==> src/rtl/alu_sequencer_if.sv <==
// Request/response handshake bundle for alu_sequencer.
// The master issues operations and consumes results; the sequencer is the slave.
interface alu_sequencer_if;
  logic        req_valid;
  logic        req_ready;
  logic [2:0]  req_op;
  logic [15:0] req_a;
  logic [15:0] req_b;
  logic [3:0]  req_count;
  logic        req_usec;
  logic        rsp_valid;
  logic        rsp_ready;
  logic [15:0] rsp_data;
  logic [3:0]  rsp_flags;

  modport master (
    output req_valid, req_op, req_a, req_b, req_count, req_usec, rsp_ready,
    input  req_ready, rsp_valid, rsp_data, rsp_flags
  );

  modport slave (
    input  req_valid, req_op, req_a, req_b, req_count, req_usec, rsp_ready,
    output req_ready, rsp_valid, rsp_data, rsp_flags
  );
endinterface

==> src/rtl/alu_sequencer.sv <==
// Execute-stage sequencer around an external combinational 16-bit ALU.
// Optional ALU_SEQ_KEEP_C_EN: logical ops leave PSW.C untouched.
module alu_sequencer (
  input  logic            clk,
  input  logic            rst_n,
  alu_sequencer_if.slave  bus,
  output logic [15:0]     alu_a,
  output logic [15:0]     alu_b,
  output logic [2:0]      alu_func,
  output logic            cin,
  input  logic [15:0]     alu_out,
  input  logic            c,
  input  logic            z,
  input  logic            v,
  input  logic            s,
  output logic [3:0]      flags,
  output logic            busy
);

  localparam logic [2:0] OP_SHL = 3'b101;
  localparam logic [2:0] OP_SHR = 3'b110;
  localparam logic [2:0] OP_RSV = 3'b111;

  typedef enum logic [1:0] {IDLE, EXEC, DONE} state_t;

  typedef struct packed {
    logic [2:0]  op;
    logic [15:0] a;
    logic        usec;
  } req_t;

  state_t      state, state_nxt;
  req_t        req_q;
  logic [15:0] work_q;
  logic [3:0]  cnt_q;
  logic [3:0]  cap_q;
  logic [3:0]  psw_q;
  logic [3:0]  psw_nxt;
  logic        accept;
  logic        is_shift;

  assign accept   = (state == IDLE) && bus.req_valid;
  assign is_shift = (bus.req_op == OP_SHL) || (bus.req_op == OP_SHR);

`ifdef ALU_SEQ_KEEP_C_EN
  logic logic_op;
  assign logic_op = (req_q.op == 3'b010) || (req_q.op == 3'b011) ||
                    (req_q.op == 3'b100) || (req_q.op == OP_RSV);
  assign psw_nxt  = {logic_op ? psw_q[3] : c, z, v, s};
`else
  assign psw_nxt  = {c, z, v, s};
`endif

  always_ff @(posedge clk or negedge rst_n) begin
    if (!rst_n) state <= IDLE;
    else        state <= state_nxt;
  end

  always_comb begin
    state_nxt     = state;
    bus.req_ready = 1'b0;
    bus.rsp_valid = 1'b0;
    alu_a         = '0;
    alu_b         = '0;
    alu_func      = OP_RSV;
    cin           = 1'b0;
    case (state)
      IDLE: begin
        bus.req_ready = 1'b1;
        if (bus.req_valid) state_nxt = EXEC;
      end
      EXEC: begin
        alu_a    = req_q.a;
        alu_b    = work_q;
        alu_func = req_q.op;
        // PSW only moves on the last EXEC edge, so it is stable for the whole op
        cin      = req_q.usec & psw_q[3];
        if (cnt_q == 4'd0) state_nxt = DONE;
      end
      DONE: begin
        bus.rsp_valid = 1'b1;
        if (bus.rsp_ready) state_nxt = IDLE;
      end
      default: state_nxt = IDLE;
    endcase
  end

  always_ff @(posedge clk or negedge rst_n) begin
    if (!rst_n) begin
      req_q  <= '0;
      work_q <= '0;
      cnt_q  <= '0;
      cap_q  <= '0;
      psw_q  <= '0;
    end else if (accept) begin
      req_q  <= {bus.req_op, bus.req_a, bus.req_usec};
      work_q <= bus.req_b;
      cnt_q  <= is_shift ? bus.req_count : 4'd0;
    end else if (state == EXEC) begin
      work_q <= alu_out;
      cap_q  <= {c, z, v, s};
      if (cnt_q != 4'd0) cnt_q <= cnt_q - 4'd1;
      else               psw_q <= psw_nxt;
    end
  end

  assign bus.rsp_data  = work_q;
  assign bus.rsp_flags = cap_q;
  assign flags         = psw_q;
  assign busy          = (state != IDLE);

endmodule

==> src/flat_wrapper.sv <==
// flat-port wrapper written by rule: the top's interface ports become plain ports
module alu_sequencer_flat 
  (clk, rst_n, alu_a, alu_b, alu_func, cin, alu_out, c, z, v, s, flags, busy, bus_req_valid, bus_req_op, bus_req_a, bus_req_b, bus_req_count, bus_req_usec, bus_rsp_ready, bus_req_ready, bus_rsp_valid, bus_rsp_data, bus_rsp_flags);
  alu_sequencer_if bus_i ();
  input  logic clk;
  input  logic rst_n;
  output logic [15:0] alu_a;
  output logic [15:0] alu_b;
  output logic [2:0] alu_func;
  output logic cin;
  input  logic [15:0] alu_out;
  input  logic c;
  input  logic z;
  input  logic v;
  input  logic s;
  output logic [3:0] flags;
  output logic busy;
  input wire logic [$bits(bus_i.req_valid)-1:0] bus_req_valid;
  input wire logic [$bits(bus_i.req_op)-1:0] bus_req_op;
  input wire logic [$bits(bus_i.req_a)-1:0] bus_req_a;
  input wire logic [$bits(bus_i.req_b)-1:0] bus_req_b;
  input wire logic [$bits(bus_i.req_count)-1:0] bus_req_count;
  input wire logic [$bits(bus_i.req_usec)-1:0] bus_req_usec;
  input wire logic [$bits(bus_i.rsp_ready)-1:0] bus_rsp_ready;
  output wire logic [$bits(bus_i.req_ready)-1:0] bus_req_ready;
  output wire logic [$bits(bus_i.rsp_valid)-1:0] bus_rsp_valid;
  output wire logic [$bits(bus_i.rsp_data)-1:0] bus_rsp_data;
  output wire logic [$bits(bus_i.rsp_flags)-1:0] bus_rsp_flags;
  assign bus_i.req_valid = bus_req_valid;
  assign bus_i.req_op = bus_req_op;
  assign bus_i.req_a = bus_req_a;
  assign bus_i.req_b = bus_req_b;
  assign bus_i.req_count = bus_req_count;
  assign bus_i.req_usec = bus_req_usec;
  assign bus_i.rsp_ready = bus_rsp_ready;
  assign bus_req_ready = bus_i.req_ready;
  assign bus_rsp_valid = bus_i.rsp_valid;
  assign bus_rsp_data = bus_i.rsp_data;
  assign bus_rsp_flags = bus_i.rsp_flags;
  alu_sequencer u_core (.clk(clk), .rst_n(rst_n), .bus(bus_i), .alu_a(alu_a), .alu_b(alu_b), .alu_func(alu_func), .cin(cin), .alu_out(alu_out), .c(c), .z(z), .v(v), .s(s), .flags(flags), .busy(busy));
endmodule
==> config.mk <==
export PLATFORM = sky130hd
export DESIGN_NAME = alu_sequencer_flat
export DESIGN_NICKNAME = d
export VERILOG_FILES = /design/src/rtl/alu_sequencer_if.sv /design/src/rtl/alu_sequencer.sv /design/src/flat_wrapper.sv
export SDC_FILE = /design/constraint.sdc
export NUM_CORES = 1
export LEC_CHECK = 0
export ABC_AREA = 1
export CAP_MARGIN = 15
export CORE_ASPECT_RATIO = 1.2
export CORE_MARGIN = 2
export CORE_UTILIZATION = 35
export CTS_BUF_LIST = sky130_fd_sc_hd__clkbuf_4 sky130_fd_sc_hd__clkbuf_8
export DETAILED_ROUTE_END_ITERATION = 8
export PLACE_DENSITY = 0.72
export SLEW_MARGIN = 20
export SYNTH_ARGS = -nofsm -noshare
export SYNTH_HDL_FRONTEND = slang
export SYNTH_SLANG_ARGS = --single-unit
==> constraint.sdc <==
create_clock -name clk -period 2.4 [get_ports clk]
set_input_delay 0.36 -clock clk [delete_from_list [all_inputs] [get_ports clk]]
set_output_delay 0.36 -clock clk [all_outputs]
set_load 0.05 [all_outputs]
==> flow_metrics.py, run 1 <==
metrics = {
    "run_status": {
        "outcome": "finished, final reports clean",
    },
    "placed_design": {
        "placed_cells": 514,
        "hpwlAfterDp_um": 4580,
        "port-buffer-count": 126,
        "gp_congestion": 0.752,
    },
    "clock_tree": {
        "clkSinkCount": 50,
        "clk-insertion-delay-late_ps": 300,
        "cts_resized": 0,
        "path_clk_slew_ps": 90,
        "cts_setup_buffers": 0,
        "clockBufferDepth": 2,
        "clock_tree.root_cell": "clkbuf_8",
        "cts_hold_buf": 0,
        "cts-buffers-inserted": 5,
        "cts-htree-levels": 2,
        "cts_tree": "yes",
    },
    "global_route": {
        "grt_pass1_wl_um": 9380,
        "grt_pass1_vias": 2131,
        "grt_max_degree": 51,
        "antenna_found_initial": 0,
        "grt_overflow": 0,
        "track_usage": 0.156,
    },
    "logic_synthesis": {
        "seq_area_frac_synth": 0.514,
        "synth-seq-cells": 50,
        "synth_cells": 312,
        "ys_types": 21,
        "syn_nets": 378,
        "syn_area_mm2": 0.00243,
        "yosysWarningCount": 0,
        "avgSynthCellArea_um2": 7.80,
    },
    "routing": {
        "drtIter0Drc": 68,
        "wl_per_cell_um": 11.9,
        "wirelength_um": 6200,
        "antenna_left": 0,
        "drt_first_pass_iters": 4,
        "vias": 2356,
        "routed_via_density": 4.51,
        "drc": 0,
    },
    "setup_path": {
        "end_kind": "primary output",
        "cp.required_ps": 2040,
        "crit_arrival_ps": 1770,
        "crit_fanout": 4,
        "criticalPathCategory": "flop to primary output",
        "start_kind": "flop",
    },
    "finish": {
        "diodes": 0,
        "nFillCells": 642,
        "drive_gt1_frac": 0.133,
        "nets": 500,
        "syn_to_final_growth_pct": 54.3,
        "stdcell_count": 522,
    },
    "floorplanning": {
        "std_cell_rows": 33,
        "die_y_um": 95.4,
        "die_w_um": 80.1,
        "coreArea_mm2": 0.00677,
        "dieArea_mm2": 0.00764,
        "initial_core_util": 0.360,
        "ioPinCount": 127,
    },
    "sta": {
        "hold_viol_final": 0,
        "relSlewSlack": 0.493,
        "tightestPinTransition_ps": 760,
        "holdWs_ps": 114,
        "period_needed_ps": 2130,
        "finalSetupTns_ps": 0,
        "fmax_mhz": 471,
        "rsz0062_at_grt": "no",
        "slew_violations": 0,
        "setup_viol": 0,
        "fin_crit_sh": 0.886,
        "skew_ps": 4.66,
    },
    "hold_path": {
        "hp-class": "primary input to asynchronous set/reset pin",
    },
    "run": {
        "maxCapViolations": 0,
    },
}
[cells in the final DEF (no fill, tap or decap)]
| cell type | n |
|---|---|
| inv_1 | 45 |
| nand2_1 | 94 |
| nand2_4 | 4 |
| ha_1 | 2 |
| and3_1 | 1 |
| xor2_1 | 1 |
| nor2_8 | 1 |
| o21ai_0 | 24 |
| bufinv_16 | 1 |
| nand3_1 | 24 |
| or2_2 | 3 |
| buf_2 | 1 |
| clkdlybuf4s50_1 | 89 |
| nor2_1 | 40 |
| inv_4 | 2 |
| clkinvlp_4 | 2 |
| nand4_1 | 3 |
| nor2_4 | 1 |
| o21ai_1 | 3 |
| clkbuf_8 | 5 |
| dfrtp_1 | 50 |
| buf_4 | 38 |
| o31ai_1 | 1 |
[final cells by class]
type	count	area [µm²]	area share
flip-flops and latches	50	1250	0.333
repair buffers	128	1180	0.314
multi-input cells	202	920	0.245
inverters	47	181	0.0483
well taps	87	109	0.0290
clock buffers	5	68.8	0.0183
clock inverters	3	45.0	0.0120
[worst paths after layout]
| check | cells past startpoint | endpoint | slack [ps] | startpoint |
|---|---|---|---|---|
| setup / recovery | 2 | bus_req_ready | 270 | u_core.state[0] |
| hold / removal | 1 | u_core.req_q[3] | 110 | rst_n |
| setup reg to reg | 6 | u_core.bus.rsp_data[1] | 730 | u_core.state[1] |
| hold reg to reg | 2 | u_core.req_q[19] | 490 | u_core.req_q[19] |
| max in group asynchronous | 2 | u_core.bus.rsp_data[13] | 1560 | rst_n |
| min in group clk | 2 | u_core.req_q[19] | 490 | u_core.req_q[19] |
[registers in the layout, indices dropped and copies added (netlist names)]
register,cells
u_core.state,2
u_core.cnt_q,4
u_core.flags,4
u_core.req_q,20
u_core.bus.rsp_flags,4
u_core.bus.rsp_data,16
[synthesized netlist by cell type (all sizes together)]
library cell  number  area, µm²
clkbuf             4       15.0
xor2               1       8.76
buf                9       67.6
or2                3       18.8
and3               1       6.26
o31ai              1       7.51
nand3             24        120
ha                 2       25.0
inv               47        181
dfrtp             50       1250
nand2             98        398
nor2              42        181
o21ai             27        135
nand4              3       18.8
[metal layers]
metal | global-route usage | vias up | share of wire
met4 | 0.0593 | 0 | 0.016
met5 | 0 | - | 0
met1 | 0.188 | 1073 | 0.42
met3 | 0.0294 | 9 | 0.067
met2 | 0.274 | 88 | 0.50
li1 | - | 1186 | -
[critical path, cell delays in order, from the launching register on]
cell	delay, ps
dfrtp_1	470
nor2_4	180
clkdlybuf4s50_1	820
[per-stage QoR]
stage / utilization / setup WS, ps / area (µm²)
global placement: 0.538 / 579 / 3640
global route: 0.555 / 183 / 3760
detailed placement: 0.538 / 540 / 3640
floorplan: - / 570 / 2430
finish: 0.555 / 275 / 3760
CTS: 0.555 / 251 / 3760
[cells by family (layout without fill, tap and decap cells)]
group                      after synthesis  in the layout  synth area share
xor gates and xnor gates                 1              1           0.00360
AOI/OAI and AO/OA                       28             28            0.0586
DFF                                     50             50             0.514
buffers and inverters                   60            183             0.108
adders and majority gates                2              2            0.0103
and+or+nand+nor                        171            171             0.305
Power of run 1 is left out: the tool's default activity adds up to more than one toggle a clock period on the data nets, which glitch-free logic cannot reach.
==> run 2, diff against run 1 <==
--- a/config.mk
+++ b/config.mk
@@ -13,6 +13,7 @@
 export CTS_BUF_LIST = sky130_fd_sc_hd__clkbuf_4 sky130_fd_sc_hd__clkbuf_8
 export DETAILED_ROUTE_END_ITERATION = 8
 export PLACE_DENSITY = 0.72
+export RECOVER_POWER = 25
 export SLEW_MARGIN = 20
 export SYNTH_ARGS = -nofsm -noshare
 export SYNTH_HDL_FRONTEND = slang
==> run 2 against run 1 <==
The run now ends with max-capacitance violations, max-slew violations left. Die area is the same. Register-to-register slack hardly changed. Cell count stayed put. Critical path depth unchanged. Clock-buffer cell count unchanged. Via count unchanged. Hold slack gained 380 ps. Flip-flop and latch count unchanged.
==> flow_metrics.py, run 2 (same netlist as run 1, synthesis figures left out) <==
metrics = {
    "clock_tree": {
        "cts_setup_buffers": 0,
        "cts_resized": 0,
        "cts-htree-levels": 2,
        "clockBufferDepth": 2,
        "cts_hold_buf": 0,
        "path_clk_slew_ps": 90,
        "cts-buffers-inserted": 5,
        "cts_tree": "yes",
        "clock_tree.root_cell": "clkbuf_8",
        "clk-insertion-delay-late_ps": 300,
        "clkSinkCount": 50,
    },
    "finish": {
        "design_area_mm2": 0.00375,
        "regMostFlops": "u_core.req_q",
        "multi_input_area_um2": 920,
        "nFillCells": 642,
        "drive_gt1_frac": 0.131,
        "largest_reg_flops": 20,
        "ff_latch_area_mm2": 0.00125,
        "layout_common_cells": "94 x nand2_1, 89 x clkdlybuf4s50_1, 50 x dfrtp_1",
        "final_common_cell": "nand2_1",
        "diodes": 0,
        "nets": 500,
        "syn_to_final_growth_pct": 54.1,
    },
    "sta": {
        "skew_ps": 4.66,
        "hold_viol_final": 0,
        "rsz0062_at_grt": "no",
        "tightestPinTransition_ps": 1830,
        "slew_violations": 36,
        "period_needed_ps": 2130,
        "setup_viol": 0,
        "relSlewSlack": -0.217,
        "postLayoutSetupSlackWorst_ps": 275,
        "fin_crit_sh": 0.886,
        "finalSetupTns_ps": 0,
        "fmax_mhz": 471,
    },
    "setup_path": {
        "end_kind": "primary output",
        "crit_fanout": 4,
        "r2r_cells": 6,
        "criticalPathCategory": "flop to primary output",
        "crit_arrival_ps": 1770,
        "cp.required_ps": 2040,
        "r2r_slack_ps": 730,
        "start_kind": "flop",
        "r2r_end": "u_core.bus.rsp_data[1]",
        "r2r_start": "u_core.state[1]",
    },
    "routing": {
        "wl_per_cell_um": 11.9,
        "drtIter0Drc": 68,
        "antenna_left": 0,
        "routed_via_density": 4.51,
        "drt_first_pass_iters": 4,
        "wirelength_um": 6200,
        "vias": 2356,
        "drc": 0,
    },
    "run_status": {
        "violations": "max-capacitance violations, max-slew violations",
        "outcome": "complete, but fails checks",
    },
    "global_route": {
        "grt_overflow": 0,
        "busiest_layer": "met2",
        "grt_max_degree": 51,
        "antenna_found_initial": 0,
        "grt_use_met2": 0.274,
        "track_usage": 0.156,
        "use_met3": 0.0294,
        "grt_pass1_vias": 2131,
        "grt_pass1_wl_um": 9380,
        "grtUsageMet1": 0.188,
    },
    "floorplanning": {
        "std_cell_rows": 33,
        "dieArea_mm2": 0.00764,
        "initial_core_util": 0.360,
        "die_y_um": 95.4,
        "ioPinCount": 127,
        "coreArea_mm2": 0.00677,
        "die_w_um": 80.1,
    },
    "placed_design": {
        "hpwlAfterDp_um": 4580,
        "dp_worst_setup_slack_ps": 540,
        "port-buffer-count": 126,
        "dpl_cell_area_mm2": 0.00364,
        "gp_congestion": 0.752,
    },
    "run": {
        "maxCapViolations": 1,
    },
    "hold_path": {
        "hold_depth": 2,
        "hold_start": "u_core.req_q[19]",
        "min_to": "u_core.req_q[19]",
        "hp-class": "flop to flop",
    },
}
run 2: layer usage:
layer | part of all wire | wire (µm)
met5 | 0 | 0
met4 | 0.016 | 97
met3 | 0.066 | 412
met2 | 0.50 | 3100
met1 | 0.42 | 2590
run 2: worst max path at each step:
stage / from / to / slack [ps] / cells past startpoint
2_1_floorplan: u_core.state[1] / alu_a[0] / 570 / 4
3_3_place_gp: bus_req_valid / u_core.cnt_q[0] / 580 / 6
3_5_place_dp: bus_req_valid / u_core.bus.rsp_data[2] / 540 / 6
4_1_cts: u_core.state[1] / alu_func[1] / 250 / 4
5_1_grt: rst_n / u_core.bus.rsp_data[7] / 170 / 2
6_report: u_core.state[0] / bus_req_ready / 270 / 2
run 2: worst max-delay path, stage by stage, from the launching register on:
cell and delay, ps:
dfrtp_1 470, nor2_4 180, clkdlybuf4s50_1 820
run 2: metrics by stage:
| step | hold WS [ps] | utilization | cells |
|---|---|---|---|
| 2_1_floorplan | 64.4 | - | 312 |
| 3_3_place_gp | 466 | 0.538 | 514 |
| 3_5_place_dp | 468 | 0.538 | 514 |
| 4_1_cts | 135 | 0.555 | 522 |
| 5_1_grt | 529 | 0.554 | 522 |
| 6_report | 494 | 0.554 | 522 |
run 2: area by class of cell:
type | count | area share
sequential | 50 | 0.333
timing repair buffer | 128 | 0.314
multi-input combinational | 202 | 0.245
inverter | 47 | 0.0483
tap | 87 | 0.0290
clock buffer | 5 | 0.0183
clock inverter | 3 | 0.0120
Power of run 2 is left out for the same reason.
